[src/rtl/slot_phase_bank_writer.sv]
// Slot/phase bank writer: 3-bit slot entries, one-hot phase select,
// valid/ready write port and a one-slot-per-cycle clear sweep.
module slot_phase_bank_writer #(
    parameter int NUM_SLOTS = 14,
    parameter int SLOT_W    = 4
) (
    input  logic                   CK,
    input  logic                   RN,
    input  logic                   wr_valid,
    output logic                   wr_ready,
    input  logic [SLOT_W-1:0]      wr_slot,
    input  logic [2:0]             wr_data,
    input  logic                   clr_req,
    input  logic                   phase_adv,
    output logic [2:0]             phase_sel,
    output logic [3*NUM_SLOTS-1:0] slot_bits,
    output logic [NUM_SLOTS-1:0]   sel_bits,
    output logic                   busy,
    output logic                   err_slot
);

    typedef enum logic [0:0] {
        IDLE  = 1'b0,
        SWEEP = 1'b1
    } state_t;

    localparam logic [SLOT_W:0]   LP_NUM  = (SLOT_W+1)'(NUM_SLOTS);
    localparam logic [SLOT_W-1:0] LP_LAST = SLOT_W'(NUM_SLOTS - 1);

    state_t            r_state;
    state_t            w_state_nxt;
    logic [SLOT_W-1:0] r_ptr;
    logic [SLOT_W-1:0] w_ptr_nxt;
    logic [2:0]        r_slot [NUM_SLOTS];
    logic [2:0]        w_slot_nxt [NUM_SLOTS];
    logic [2:0]        r_phase;
    logic              r_busy;
    logic              r_ready;
    logic              r_err;
    logic              w_acc;
    logic              w_in_rng;
    logic              w_sweep;

    assign w_acc    = wr_valid & r_ready;
    assign w_in_rng = ({1'b0, wr_slot} < LP_NUM);
    assign w_sweep  = (r_state == SWEEP);

    always_comb begin
        w_state_nxt = r_state;
        w_ptr_nxt   = r_ptr;
        unique case (r_state)
            IDLE: begin
                if (clr_req) begin
                    w_state_nxt = SWEEP;
                    w_ptr_nxt   = '0;
                end
            end
            SWEEP: begin
                w_ptr_nxt = r_ptr + 1'b1;
                if (r_ptr == LP_LAST) begin
                    w_state_nxt = IDLE;
                    w_ptr_nxt   = '0;
                end
            end
            default: begin
                w_state_nxt = IDLE;
                w_ptr_nxt   = '0;
            end
        endcase
    end

    // Writes only land in IDLE, so they never race the sweep clear.
    always_comb begin
        for (int k = 0; k < NUM_SLOTS; k++) begin
            w_slot_nxt[k] = r_slot[k];
            if (w_acc && w_in_rng && wr_slot == SLOT_W'(k))
                w_slot_nxt[k] = wr_data;
            if (w_sweep && r_ptr == SLOT_W'(k))
                w_slot_nxt[k] = 3'b000;
        end
    end

    always_ff @(posedge CK) begin
        if (!RN) begin
            r_state <= IDLE;
            r_ptr   <= '0;
            r_phase <= 3'b001;
            r_busy  <= 1'b0;
            r_ready <= 1'b0;
            r_err   <= 1'b0;
            for (int k = 0; k < NUM_SLOTS; k++)
                r_slot[k] <= 3'b000;
        end else begin
            r_state <= w_state_nxt;
            r_ptr   <= w_ptr_nxt;
            r_busy  <= (w_state_nxt == SWEEP);
            r_ready <= (w_state_nxt == IDLE);
            if (phase_adv)
                r_phase <= {r_phase[1:0], r_phase[2]};
            if (w_acc && !w_in_rng)
                r_err <= 1'b1;
            for (int k = 0; k < NUM_SLOTS; k++)
                r_slot[k] <= w_slot_nxt[k];
        end
    end

    always_comb begin
        slot_bits = '0;
        sel_bits  = '0;
        for (int k = 0; k < NUM_SLOTS; k++) begin
            slot_bits[3*k +: 3] = r_slot[k];
            sel_bits[k]         = |(r_slot[k] & r_phase);
        end
    end

    assign phase_sel = r_phase;
    assign busy      = r_busy;
    assign wr_ready  = r_ready;
    assign err_slot  = r_err;

endmodule

[config.mk]
export PLATFORM = sky130hd
export DESIGN_NAME = slot_phase_bank_writer
export DESIGN_NICKNAME = d
export VERILOG_FILES = /design/src/rtl/slot_phase_bank_writer.sv
export SDC_FILE = /design/constraint.sdc
export NUM_CORES = 1
export LEC_CHECK = 0
export CORE_MARGIN = 4
export CORE_UTILIZATION = 40
export DETAILED_ROUTE_END_ITERATION = 10
export HOLD_SLACK_MARGIN = 0.1
export PLACE_DENSITY_LB_ADDON = 0.1
export SYNTH_ARGS = -nofsm -noshare
export SYNTH_HDL_FRONTEND = slang
export SYNTH_SLANG_ARGS = --single-unit
[constraint.sdc]
create_clock -name CK -period 1.7 [get_ports CK]
set_input_delay 0.34 -clock CK [delete_from_list [all_inputs] [get_ports CK]]
set_output_delay 0.34 -clock CK [all_outputs]
set_load 0.02 [all_outputs]
# After elaboration in Yosys (flattened, before gate mapping)
# Memory sizes are Yosys's and may differ from the RTL's.
# Cells that the tools add are included.
# totals
reg_bits	10
latchBits	0
ram_bits	42
rom_bits	0
output_inout_bits	62
wordCells	163
mem_count	1
# op_classes
n_addsub	1
n_mul	0
div	0
magnitude_cmp	1
n_eq_ne	27
shifts	0
muxes	50
bitwise	31
reduce_logical	47
# memory_table
memory	words	word_bits	read_ports	rd_clocked_by_memory_dff	wr	line	source
r_slot	14	3	14	0	14	34	logic [2:0] r_slot [NUM_SLOTS];
# op_table
op	count
3-bit two-way mux	42
4-bit equality test (second input constant)	12
3-bit AND	14
3-bit OR reduction	14
4-bit by 3-bit equality test with 1-bit output (second input constant)	8
1-bit logical AND	30
4-bit by 2-bit equality test with 1-bit output (second input constant)	4
1-bit OR	14
4-bit by 1-bit equality test with 1-bit output (second input constant)	2
4-bit zero test	2
4-bit two-way mux	2
4-bit one-hot mux with 2 select lines	1
4-bit by 1-bit adder with 4-bit output (second input constant)	1
4-bit < comparator (second input constant)	1
1-bit two-way mux	4
2-bit != test (second input constant)	1
1-bit inverter	2
1-bit one-hot mux with 2 select lines	1
1-bit AND	1
1-bit zero test	1

# Logic depth before layout (Yosys ltp)
# depth
word_depth	6
ltp_mapped	4
ltp_nobuf	3

# Least setup slack after synthesis
# No wires, ideal clock.
# synth_path
path_kind	register to output
startpoint	reg r_phase[1], in the netlist phase_sel[1]
endpoint	out sel_bits[0]
arrival_ps	1142
required_ps	1360
slack_ps	218
path_stages_with_launch	5
path_cell_list	dfxtp_1 clkbuf_1 buf_2 a222oi_1 inv_1
# synth_between
elab_chain_len	2
# synth_rtl
element	line	source
start, declared	36	logic [2:0] r_phase;
start signal, assigned	99	r_phase <= {r_phase[1:0], r_phase[2]};
3-bit AND	112	sel_bits[k] = |(r_slot[k] & r_phase);
3-bit OR reduction	112	
end, declared	17	output logic [NUM_SLOTS-1:0] sel_bits,
# Every way passes these cells.

# Final worst setup path
# layout_path
startpoint	reg r_phase[0], in the netlist phase_sel[0]
endpoint	out sel_bits[8]
# The elaborated chain is that of the path after synthesis.

==> out/summary.txt <==
post-place setup slack: -0.1233 ns
RSZ-0062 raised after global routing: yes
crit path time final: 1.787 ns
final hold vios: 0
Port Buffers: 73
Die Wd: 85.68 µm
Crit. End Element: output port
number of DRC markers in iteration 0: 209
initial antenna violation count: 0
die extent in y: 85.68 µm
clk sinks: 52
clock latency on the worst-skew pair: 0.32 ns
critical path depth in cells: 4
largest family of logic cells by synthesized area: compound AO/OA/AOI/OAI gates
CTS tree: done
largest net degree at the start of global routing: 18
global router's overall resource usage: 0.2145
Synth Instances: 296
Slowest-stage cell, CP: a222oi_1
total gr overflow: 0
routed wire length: 7693 µm
Synth top area share: 0.4313
top-count cell post-synth: dfxtp_1
TritonRoute pass-1 iters: 5
WP data arrival: 1.45 ns
Vias per Instance: 5.688
simple-gate share of the synthesized area: 0.1903
status: complete, but fails checks
post-synthesis async set-or-reset flop share: 0
layout cells sized above 1: 0.1632
sequential cell area: 1050 µm²
fillers: 559
htree depth: 2
Worst Hold Path Cells: 2
Worst Max-Slew Pin Slew: 0.4326 ns
leakage power: 1.360 nW
R2R Path End: r_slot[0][23]$_SDFFE_PP0P_
Compound-Gate Fraction of Synth Area: 0.2908
R2R depth: 3
core area: 5886 µm²
Post-Syn Area per Cell: 8.154 µm²
Placer Congestion: 0.8234
WP buf/inv: 3
period utilisation layout: 1.051
I/O pin total: 74
peak supply drop: 0.0003805 V
CP max FO: 9
TritonCTS buffer count: 5
Yosys cell types: 34
CP top delay family: compound AO/OA/AOI/OAI gates
slowest stage delay, CP: 0.38 ns
leading area contributor after synthesis: dfxtp_1
post-CTS setup buffers: 0
crit-path cells: buf_6 -> a222oi_1 -> inv_1 -> buf_2
top area cells in the synthesized netlist: dfxtp_1 (43%), a21oi_1 (9.5%), nand3_1 (9.1%)
row cnt: 28
hold crit path type: reg -> reg
Initial Util: 0.4101
PnR worst setup slack: -0.08683 ns
Worst-path clk slew: 0.09 ns
Psw: 610.8 µW
area added between synthesis and finish: 44.06%
Synth Area in Adders: 0
CP Launch Type: flip-flop
Netlist Area Pre-Place: 2414 µm²
n_diodes: 0
sequential area share after synthesis: 0.4313
post-detailed-route count of antenna-violating nets: 0
hold_buf cts: 0
Yosys warning count: 0
Max-slew headroom: 0.7116
Clock Path Buffers: 2
switching part of the total: 0.2544
drt drc: 0
maximum achievable frequency: 0.5597 GHz
endpoints failing setup: 7
top cells by count, synth: dfxtp_1 (52), a21oi_1 (46), nand3_1 (44), o21ai_0 (36), o21ai_1 (19)
multi-input logic area: 1191 µm²
vias in the first global route: 2,426
syn_nets: 308
Post-synth EDFFs: 0
violated checks: negative setup slack
Die ar.: 7341 µm²
HP Start: r_slot[0][21]$_SDFFE_PP0P_
Clock power frac: 0.354
Synth Register Bits: 52
max-slew violations: 0
via count: 2,622
commonest register cell after synthesis: dfxtp_1
Root Driver: clkbuf_8
FF-to-FF Start: r_ptr[1]$_SDFFE_PN0P_
hold slack: 0.5001 ns
Final Skew: 0.01069 ns
Synth Area in XOR/XNOR: 0
Logic pwr share: 0.126
register-to-register setup slack: 0.39 ns
wire length per cell after detailed routing: 16.69 µm
DPL Wire Length: 5512 µm
register share of total power: 0.520
Hold Path End: r_slot[0][21]$_SDFFE_PP0P_
# Max-Cap Violations: 0
first-pass GRT wire length: 12,490 µm
Internal Pwr Total: 1.790 mW
mux share of post-synthesis cell area: 0.01244
power density cells: 690.5 nW/µm²
WP data required: 1.36 ns
Setup CP Type: reg -> out
Final Net Count: 397
==> per-layer routing <==
| layer | vias up | GRT usage | part of all wire |
|---|---|---|---|
| li1 | 1270 | - | - |
| met1 | 1217 | 0.2874 | 0.44 |
| met2 | 123 | 0.3475 | 0.47 |
| met3 | 12 | 0.04323 | 0.078 |
| met4 | 0 | 0.06763 | 0.015 |
| met5 | - | 0 | 0 |
==> layout by cell type (no fill, tap or decap), types with 8 or more instances in the layout <==
cell type,instances
buf_2,10
nand3_1,44
o21ai_0,36
dfxtp_1,49
nor2_1,8
dlygate4sd2_1,8
inv_1,15
buf_4,24
a21oi_1,46
o21ai_1,19
a222oi_1,14
buf_6,9
clkdlybuf4s50_1,50
==> registers in the layout, indices dropped and copies added (netlist names) <==
| register | cells |
|---|---|
| r_slot | 42 |
| r_ptr | 4 |
| phase_sel | 3 |
| busy | 1 |
| err_slot | 1 |
| wr_ready | 1 |
==> area by class of cell <==
| type | count | share of cell area |
|---|---|---|
| repair buffers | 105 | 0.2803 |
| clock buffers | 5 | 0.01979 |
| multi-input cells | 206 | 0.3426 |
| well taps | 75 | 0.02699 |
| clock inverters | 3 | 0.01223 |
| inverters | 15 | 0.01619 |
| flip-flops and latches | 52 | 0.3019 |
==> how the worst max path moves through the flow <==
stage                               from           to  slack [ns]
2_1_floorplan  phase_sel[1]$_SDFFE_PN0P_  sel_bits[0]        0.22
3_3_place_gp   phase_sel[1]$_SDFFE_PN0P_  sel_bits[9]       -0.11
3_5_place_dp   phase_sel[1]$_SDFFE_PN0P_  sel_bits[9]       -0.12
4_1_cts        phase_sel[0]$_SDFFE_PN1P_  sel_bits[8]       -0.06
5_1_grt        phase_sel[2]$_SDFFE_PN0P_  sel_bits[4]       -0.11
6_report       phase_sel[0]$_SDFFE_PN1P_  sel_bits[8]       -0.09
==> cells by family after synthesis <==
group	Yosys count
buffers and inverters	38
AND/OR/NAND/NOR	81
multiplexers	3
AO/OA/AOI/OAI	122
flip-flops	52
==> worst reg2reg max path, stage by stage (launching register included) <==
cell	delay (ns)
dfxtp_1	0.47
nand3b_1	0.23
o21ai_0	0.42
a21oi_1	0.07
==> per-stage QoR <==
step                cell area [µm²]  total power [mW]  setup TNS (ns)  std cells  utilization
floorplan                      2414             1.414               0        296            -
global placement               3391             1.568          -1.486        453       0.5761
detailed placement             3391             1.571          -2.199        453       0.5761
CTS                            3442             2.412         -0.2681        461       0.5848
global route                   3477             2.488         -0.9346        461       0.5908
finish                         3477             2.401         -0.2453        461       0.5908
==> power by group through the flow <==
stage	sequential (mW)	clock (mW)	combinational, mW
after detailed placement	1.27	0	0.297
after CTS	1.25	0.868	0.295
after floorplan	1.28	0	0.130
after global routing	1.25	0.914	0.322
after global placement	1.27	0	0.294
final	1.25	0.851	0.302
==> what timing repair did <==
item / in CTS / in global routing
hold endpoints to repair: 0 / 0
gates resized for setup: 72 / 11
setup endpoints to repair: 22 / 15
pin swaps: 11 / 8
No activity file was read; power rests on OpenSTA's default activity.
